--- src/rtl/uart_rx.sv ---
// 8N1 UART receiver: 2-flop synchronised line, mid-bit sampling, single-entry
// AXI-Stream output register with framing-error and overrun status pulses.
module uart_rx #(
    parameter int CLKS_PER_BIT = 16
) (
    input  logic       i_clk,
    input  logic       i_rst,
    input  logic       i_rxd,
    output logic       o_m_axis_tvalid,
    input  logic       i_m_axis_tready,
    output logic [7:0] o_m_axis_tdata,
    output logic       o_rxd_busy,
    output logic       o_frame_err,
    output logic       o_overrun
);

    localparam logic [2:0] S_IDLE  = 3'd0;
    localparam logic [2:0] S_START = 3'd1;
    localparam logic [2:0] S_DATA  = 3'd2;
    localparam logic [2:0] S_STOP  = 3'd3;
    localparam logic [2:0] S_BREAK = 3'd4;

    localparam logic [7:0] HALF_M1 = 8'(CLKS_PER_BIT / 2 - 1);
    localparam logic [7:0] FULL_M1 = 8'(CLKS_PER_BIT - 1);

    logic [2:0] state;
    logic       rxd_meta;
    logic       rxd_s;
    logic [7:0] cnt;
    logic [2:0] idx;
    logic [7:0] sh;

    always_ff @(posedge i_clk) begin
        if (i_rst) begin
            state           <= S_IDLE;
            rxd_meta        <= 1'b1;
            rxd_s           <= 1'b1;
            cnt             <= '0;
            idx             <= '0;
            sh              <= '0;
            o_m_axis_tvalid <= 1'b0;
            o_m_axis_tdata  <= '0;
            o_rxd_busy      <= 1'b0;
            o_frame_err     <= 1'b0;
            o_overrun       <= 1'b0;
        end else begin
            rxd_meta    <= i_rxd;
            rxd_s       <= rxd_meta;
            o_frame_err <= 1'b0;
            o_overrun   <= 1'b0;

            // A delivery in STOP below overrides this clear on the same edge.
            if (o_m_axis_tvalid && i_m_axis_tready) begin
                o_m_axis_tvalid <= 1'b0;
            end

            // o_rxd_busy is set alongside every transition so it mirrors state != IDLE.
            case (state)
                S_IDLE: begin
                    cnt <= '0;
                    idx <= '0;
                    if (!rxd_s) begin
                        state      <= S_START;
                        o_rxd_busy <= 1'b1;
                    end
                end
                S_START: begin
                    if (cnt == HALF_M1) begin
                        cnt <= '0;
                        if (!rxd_s) begin
                            state <= S_DATA;
                        end else begin
                            state      <= S_IDLE;
                            o_rxd_busy <= 1'b0;
                        end
                    end else begin
                        cnt <= cnt + 8'd1;
                    end
                end
                S_DATA: begin
                    if (cnt == FULL_M1) begin
                        sh  <= {rxd_s, sh[7:1]};
                        cnt <= '0;
                        if (idx == 3'd7) begin
                            state <= S_STOP;
                            idx   <= '0;
                        end else begin
                            idx <= idx + 3'd1;
                        end
                    end else begin
                        cnt <= cnt + 8'd1;
                    end
                end
                S_STOP: begin
                    if (cnt == FULL_M1) begin
                        cnt <= '0;
                        if (rxd_s) begin
                            state      <= S_IDLE;
                            o_rxd_busy <= 1'b0;
                            if (!o_m_axis_tvalid || i_m_axis_tready) begin
                                o_m_axis_tdata  <= sh;
                                o_m_axis_tvalid <= 1'b1;
                            end else begin
                                o_overrun <= 1'b1;
                            end
                        end else begin
                            state       <= S_BREAK;
                            o_frame_err <= 1'b1;
                        end
                    end else begin
                        cnt <= cnt + 8'd1;
                    end
                end
                S_BREAK: begin
                    cnt <= '0;
                    if (rxd_s) begin
                        state      <= S_IDLE;
                        o_rxd_busy <= 1'b0;
                    end
                end
                default: begin
                    state      <= S_IDLE;
                    o_rxd_busy <= 1'b0;
                end
            endcase
        end
    end

endmodule

--- config.mk ---
export PLATFORM = sky130hd
export DESIGN_NAME = uart_rx
export DESIGN_NICKNAME = d
export VERILOG_FILES = /design/src/rtl/uart_rx.sv
export SDC_FILE = /design/constraint.sdc
export NUM_CORES = 1
export LEC_CHECK = 0
export CAP_MARGIN = 20
export CORE_UTILIZATION = 49
export CTS_BUF_LIST = sky130_fd_sc_hd__clkbuf_8 sky130_fd_sc_hd__clkbuf_16
export DETAILED_ROUTE_END_ITERATION = 12
export PLACE_DENSITY_LB_ADDON = 0.25
export SETUP_SLACK_MARGIN = 0.1
export SLEW_MARGIN = 20
export SYNTH_ARGS = -nofsm -noshare
export SYNTH_HDL_FRONTEND = slang
export SYNTH_SLANG_ARGS = --single-unit
--- constraint.sdc ---
create_clock -name i_clk -period 2.23 [get_ports i_clk]
set_clock_uncertainty 0.1 [all_clocks]
set_input_delay 0.446 -clock i_clk [delete_from_list [all_inputs] [get_ports i_clk]]
set_output_delay 0.446 -clock i_clk [all_outputs]
set_load 0.01 [all_outputs]
# Yosys cells after proc, flatten, opt, wreduce, memory -nomap -nowiden
# Index checks and enable logic that the tools add are counted.
[word_totals] register_bits=36 out_inout_bits=12 word_cells=72
[classes] add_sub_neg=2 eq_ne=13 muxes=27 bitwise_logic=4 n_reduce_logical=15
[ops] cell="2-to-1 mux 3 bit" n=9
[ops] cell="case mux 8 bit (3 select lines)" n=1
[ops] cell="2-to-1 mux 8 bit" n=2
[ops] cell="case mux 3 bit (5 select lines)" n=1
[ops] cell="inequality test 2 bit (second input constant)" n=6
[ops] cell="2-to-1 mux 1 bit" n=11
[ops] cell="adder 8 x 1 -> 8 bit (second input constant)" n=1
[ops] cell="== test 8 x 3 -> 1 bit (second input constant)" n=1
[ops] cell="== test 8 x 4 -> 1 bit (second input constant)" n=1
[ops] cell="AND reduction 4 bit" n=2
[ops] cell="== test 3 x 2 -> 1 bit (second input constant)" n=2
[ops] cell="== test 3 bit (second input constant)" n=2
[ops] cell="case mux 3 bit (2 select lines)" n=1
[ops] cell="AND reduction 6 bit" n=1
[ops] cell="case mux 1 bit (5 select lines)" n=1
[ops] cell="inverter 1 bit" n=4
[ops] cell="AND reduction 2 bit" n=2
[ops] cell="OR reduction 2 bit" n=2
[ops] cell="OR reduction 4 bit" n=1
[ops] cell="adder 3 x 1 -> 3 bit (second input constant)" n=1
[ops] cell="== test 3 x 1 -> 1 bit (second input constant)" n=1
[ops] cell="zero test 3 bit" n=1
[ops] cell="nonzero test 3 bit" n=1
[ops] cell="OR reduction 3 bit" n=1
[ops] cell="other kinds (5)" n=5

# Depth between registers and ports, before layout
[depth] ltp_word=6 mapped_depth=7

# Worst setup path before layout
# OpenSTA, ideal clock, no wires.
[synth_path] path_kind="reg2reg" startpoint="reg cnt[4]" endpoint="reg idx[0]" setup_ns=0.070 arrival_ns=1.986 t_required_ns=2.060 path_slack_ns=0.074 stages_incl_launch_ff=7 n_path_buf=2 period_less_slack_ns=2.156 path_cell_list="dfxtp_1 -> or4_1 -> buf_2 -> or3_1 -> clkbuf_2 -> or4_1 -> a21oi_1"
[synth_between] elab_chain_cells=3
[synth_lines] element="from (decl)" line_no="29" source="logic [7:0] cnt;"
[synth_lines] element="from (signal assigned)" line_no="77" source="cnt <= cnt + 8'd1;"
[synth_lines] element="from (signal assigned)" line_no="91" source="cnt <= cnt + 8'd1;"
[synth_lines] element="from (signal assigned)" line_no="111" source="cnt <= cnt + 8'd1;"
[synth_lines] element="== test 8 x 4 -> 1 bit" line_no="81" source="if (cnt == FULL_M1) begin"
[synth_lines] element="inequality test 2 bit (no source line)"
[synth_lines] element="AND reduction 2 bit (no source line)"
[synth_lines] element="to (signal assigned)" line_no="88" source="idx <= idx + 3'd1;"
[synth_lines] element="to (decl)" line_no="30" source="logic [2:0] idx;"
# Every way passes these cells.
# A chain may end at the register's enable or synchronous reset.

# Final worst setup path
[layout_path] startpoint="reg cnt[5]" endpoint="reg idx[0]"
# Same word-level chain as after synthesis.

==> implementation parameters <==
Parameter                              Value

Global route
  First-pass GRT wire length ... roughly 5.3 mm
  Global-route total usage across every layer ... about 20%
  Antenna violations before repair ... 0
  Largest net degree at the start of global routing ... 27
  Aggregate global routing overflow ... 0
  Number of global-route vias before repair ... around 1,200

Place
  HPWL after detailed placement ... between 2 and 2.5 mm
  Number of buffers added on ports ... 15
  Standard cell area after detailed placement ... approximately 1800 um2
  Final estimated routing congestion in global placement ... 0.899

Worst setup path
  Critical path type ... flop to flop
  Startpoint type of the worst setup path ... flop
  Crit-path max FO ... 7
  R2r setup slk ... about 0.24 ns
  Critical R2R Launch ... cnt[5]$_SDFFE_PP0P_
  Critical Path End ... idx[0]$_SDFFE_PP0P_
  Arr. time, crit path ... 2.11 ns
  Required arrival time at the worst endpoint ... ~2.4 ns
  Setup crit start ... cnt[5]$_SDFFE_PP0P_
  Cell depth of the worst flop-to-flop path ... 4
  R2R Path End ... idx[0]$_SDFFE_PP0P_
  CP endpoint kind ... flop

Power
  Total power per unit cell area ... 628 nW/um2
  Pleak ... around 0.62 nW
  Sum of internal, switching and leakage power ... between 0.001 and 0.0015 W
  Worst vdd rail ir drop ... roughly 530 uV

Synthesis
  Largest family of logic cells by synthesized area ... simple AND/OR/NAND/NOR gates
  Synth Area in Simple Gates ... a little under a quarter
  Share of the yosys chip area belonging to registers ... 46.4%
  Post-Syn Nets ... around 190
  Synth unique cells ... 34
  Synth Register Bits ... 36
  Fraction of the mapped netlist area in compound gates ... about 18%
  Multiplexer area fraction after synthesis ... less than 1%
  Synthesized area ... about 1600 um2
  Synth area leader ... dfxtp_1
  Count of flip-flops with a built-in enable after synthesis ... 0
  Dominant cells by area after synthesis ... dfxtp_1 46%, a21oi_1 7.1%, o21ai_0 5.5%
  Syn. warnings ... 0
  Share of synthesized flip-flops with an asynchronous set or reset ... 0%
  Post-Synthesis Cells ... around 190
  Synthesized-area fraction occupied by adder cells ... approximately 2.4%
  Area fraction of the dominant cell type after synthesis ... a little under half
  Synthesized area divided by synthesized cell count ... about 8.4 um2
  Most common flop cell mapped by yosys ... dfxtp_1
  Xor/xnor cell area share of the yosys netlist ... roughly 5.1%

CTS
  Buffer type at the clock tree root ... clkbuf_8
  Total of cells resized after clock tree synthesis ... 0
  Clock transition at the registers of the reported paths ... around 0.07 ns
  # Post-CTS Setup Buffers ... 0
  Depth of the CTS H-tree ... 2
  Cts-stage hold buffer count ... 0
  Clock sink count ... 36
  TritonCTS clock tree ... built
  Clock buffers created by TritonCTS ... 5
  Number of buffers between clock root and the deepest sink ... 2
  Skew-Pair Late Insertion Delay ... ~0.28 ns

Timing
  Final Max Slew Viols ... 0
  Final setup violating endpoints ... 0
  Final critical path time including I/O delays and setup ... ~2 ns
  Period Utilization, post-route ... approximately 89%
  Top achievable clock speed ... between 500 and 600 MHz
  Hold violation total from the final report ... 0
  Worst Tran Pin Value ... slightly below 0.5 ns
  Final setup TNS ... 0 ns
  Hold WS ... roughly 0.32 ns
  Worst max-slew margin expressed relative to the limit ... about two thirds
  Unrepaired setup endpoints after global routing ... false

Min path
  Worst hold path type ... flop to flop
  Hold Path Origin ... rxd_meta$_SDFF_PP1_

Route
  Total vias in the final route ... between 1,000 and 1,500
  Number of violations reported at the end of detailed-routing iteration 0 ... 72
  Detailed-route vias per instance ... ~5.6
  DRC errors left ... 0
  Average routed wire per standard cell ... ~13 um
  Overall routed net length ... between 3 and 4 mm
  Count of nets left with antenna violations after detail routing ... 0
  DRT Pass-1 Iters ... 4

Floorplan
  I/O pin total ... 16
  Chip width ... around 60 um
  Core Region ... 3030 um2
  Overall die height ... about 58 um
  Initial Util ... about half
  Cell row count ... 20
  Floorplan die area ... about 3400 um2

Layout
  Share of post-route cells with drive strength above 1 ... around a tenth
  Register area ... just over 700 um2
  Count of filler cells inserted in the layout ... 265
  Post-route design area ... 1840 um2
  Nets ... 208
  Ant diodes ... 0
  Area growth from synthesis to layout ... 18.5%
  Multi-input gate area ... 774 um2

Flow run
  Max capacitance violation total ... 0

Status
  Outcome ... finished clean
where the power goes:
part           switching (W)  internal, W
sequential         0.0000136     0.000650
clock               0.000212     0.000207
combinational      0.0000438    0.0000294
total               0.000269     0.000887
per-stage QoR:
stage               worst slack, ns  cells  util [%]
global placement              0.214    238      58.1
CTS                           0.163    245      60.7
floorplan                     0.143    186         -
detailed placement            0.178    238      58.1
finish                        0.237    245      60.8
global route                  0.145    245      60.8
flip-flops by register name (all words and copies together), names as in the netlist:
signal,cells
cnt,8
o_m_axis_tdata,8
sh,8
idx,3
state,3
o_frame_err,1
o_m_axis_tvalid,1
o_overrun,1
o_rxd_busy,1
rxd_meta,1
rxd_s,1
cell usage after synthesis (2+ instances only):
cell and n:
a21oi_1 22, a31oi_1 2, clkbuf_1 13, dfxtp_1 36, ha_1 3, nand2_1 17, nand2b_1 2, nand3_1 12
nand3b_1 3, nor2_1 12, nor3_1 7, nor4_1 3, nor4b_1 2, o21ai_0 17, or2_2 5, or3_1 4
or4_1 2, xnor2_1 8
worst min path at each step:
| stage | endpoint | slack, ns | cells after the start |
|---|---|---|---|
| final | rxd_s$_SDFF_PP1_ | 0.32 | 1 |
| after global routing | rxd_s$_SDFF_PP1_ | 0.32 | 1 |
| after CTS | rxd_s$_SDFF_PP1_ | 0.32 | 1 |
| after detailed placement | rxd_s$_SDFF_PP1_ | 0.31 | 1 |
| after global placement | rxd_s$_SDFF_PP1_ | 0.30 | 1 |
| after floorplan | rxd_s$_SDFF_PP1_ | 0.29 | 1 |
cell usage in the layout, fill, tap and decap left out, drive strengths merged, types with 2 or more instances in the layout:
cell | synthesis | final
dfxtp | 36 | 36
a21oi | 22 | 22
nand2 | 17 | 17
o21ai | 17 | 17
clkdlybuf4s50 | 0 | 15
nor2 | 12 | 12
nand3 | 12 | 12
xnor2 | 8 | 8
buf | 1 | 8
nor3 | 7 | 7
or2 | 5 | 5
clkbuf | 14 | 5
or3 | 4 | 4
nor4 | 3 | 3
nand3b | 3 | 3
ha | 3 | 3
inv | 1 | 2
nor4b | 2 | 2
a31oi | 2 | 2
nand2b | 2 | 2
or4 | 2 | 2
critical path, cell delays in order, from the launching register on:
cell and delay (ns):
dfxtp_1 0.34, or4_4 0.57, or3_1 0.38, or4_1 0.41, a21oi_1 0.14
layout make-up:
class | instances | area share (%)
Timing Repair Buffer | 23 | 11.4
Multi-Input combinational cell | 134 | 42.1
Tap cell | 44 | 2.99
Clock buffer | 5 | 3.74
Inverter | 1 | 0.204
Clock inverter | 2 | 0.476
Sequential cell | 36 | 39.1
per-layer routing:
| metal | wire (um) | part of all wire, % | vias to the layer above | global-route usage, % |
|---|---|---|---|---|
| met5 | 0 | 0 | - | 0 |
| met4 | 49 | 1.5 | 0 | 8.84 |
| met3 | 112 | 3.5 | 7 | 4.62 |
| met2 | 1460 | 45 | 30 | 31.0 |
| met1 | 1600 | 50 | 646 | 27.6 |
| li1 | - | - | 691 | - |
logic make-up (layout without fill, tap and decap cells):
kind of cell               Yosys count  after routing
DFF                                 36             36
and+or+nand+nor                     72             72
AOI/OAI and AO/OA                   49             49
xor gates and xnor gates             9              9
buffers and inverters               16             31
adders and majority gates            3              3
muxes                                1              1
Power figures use the tool's default switching activity.
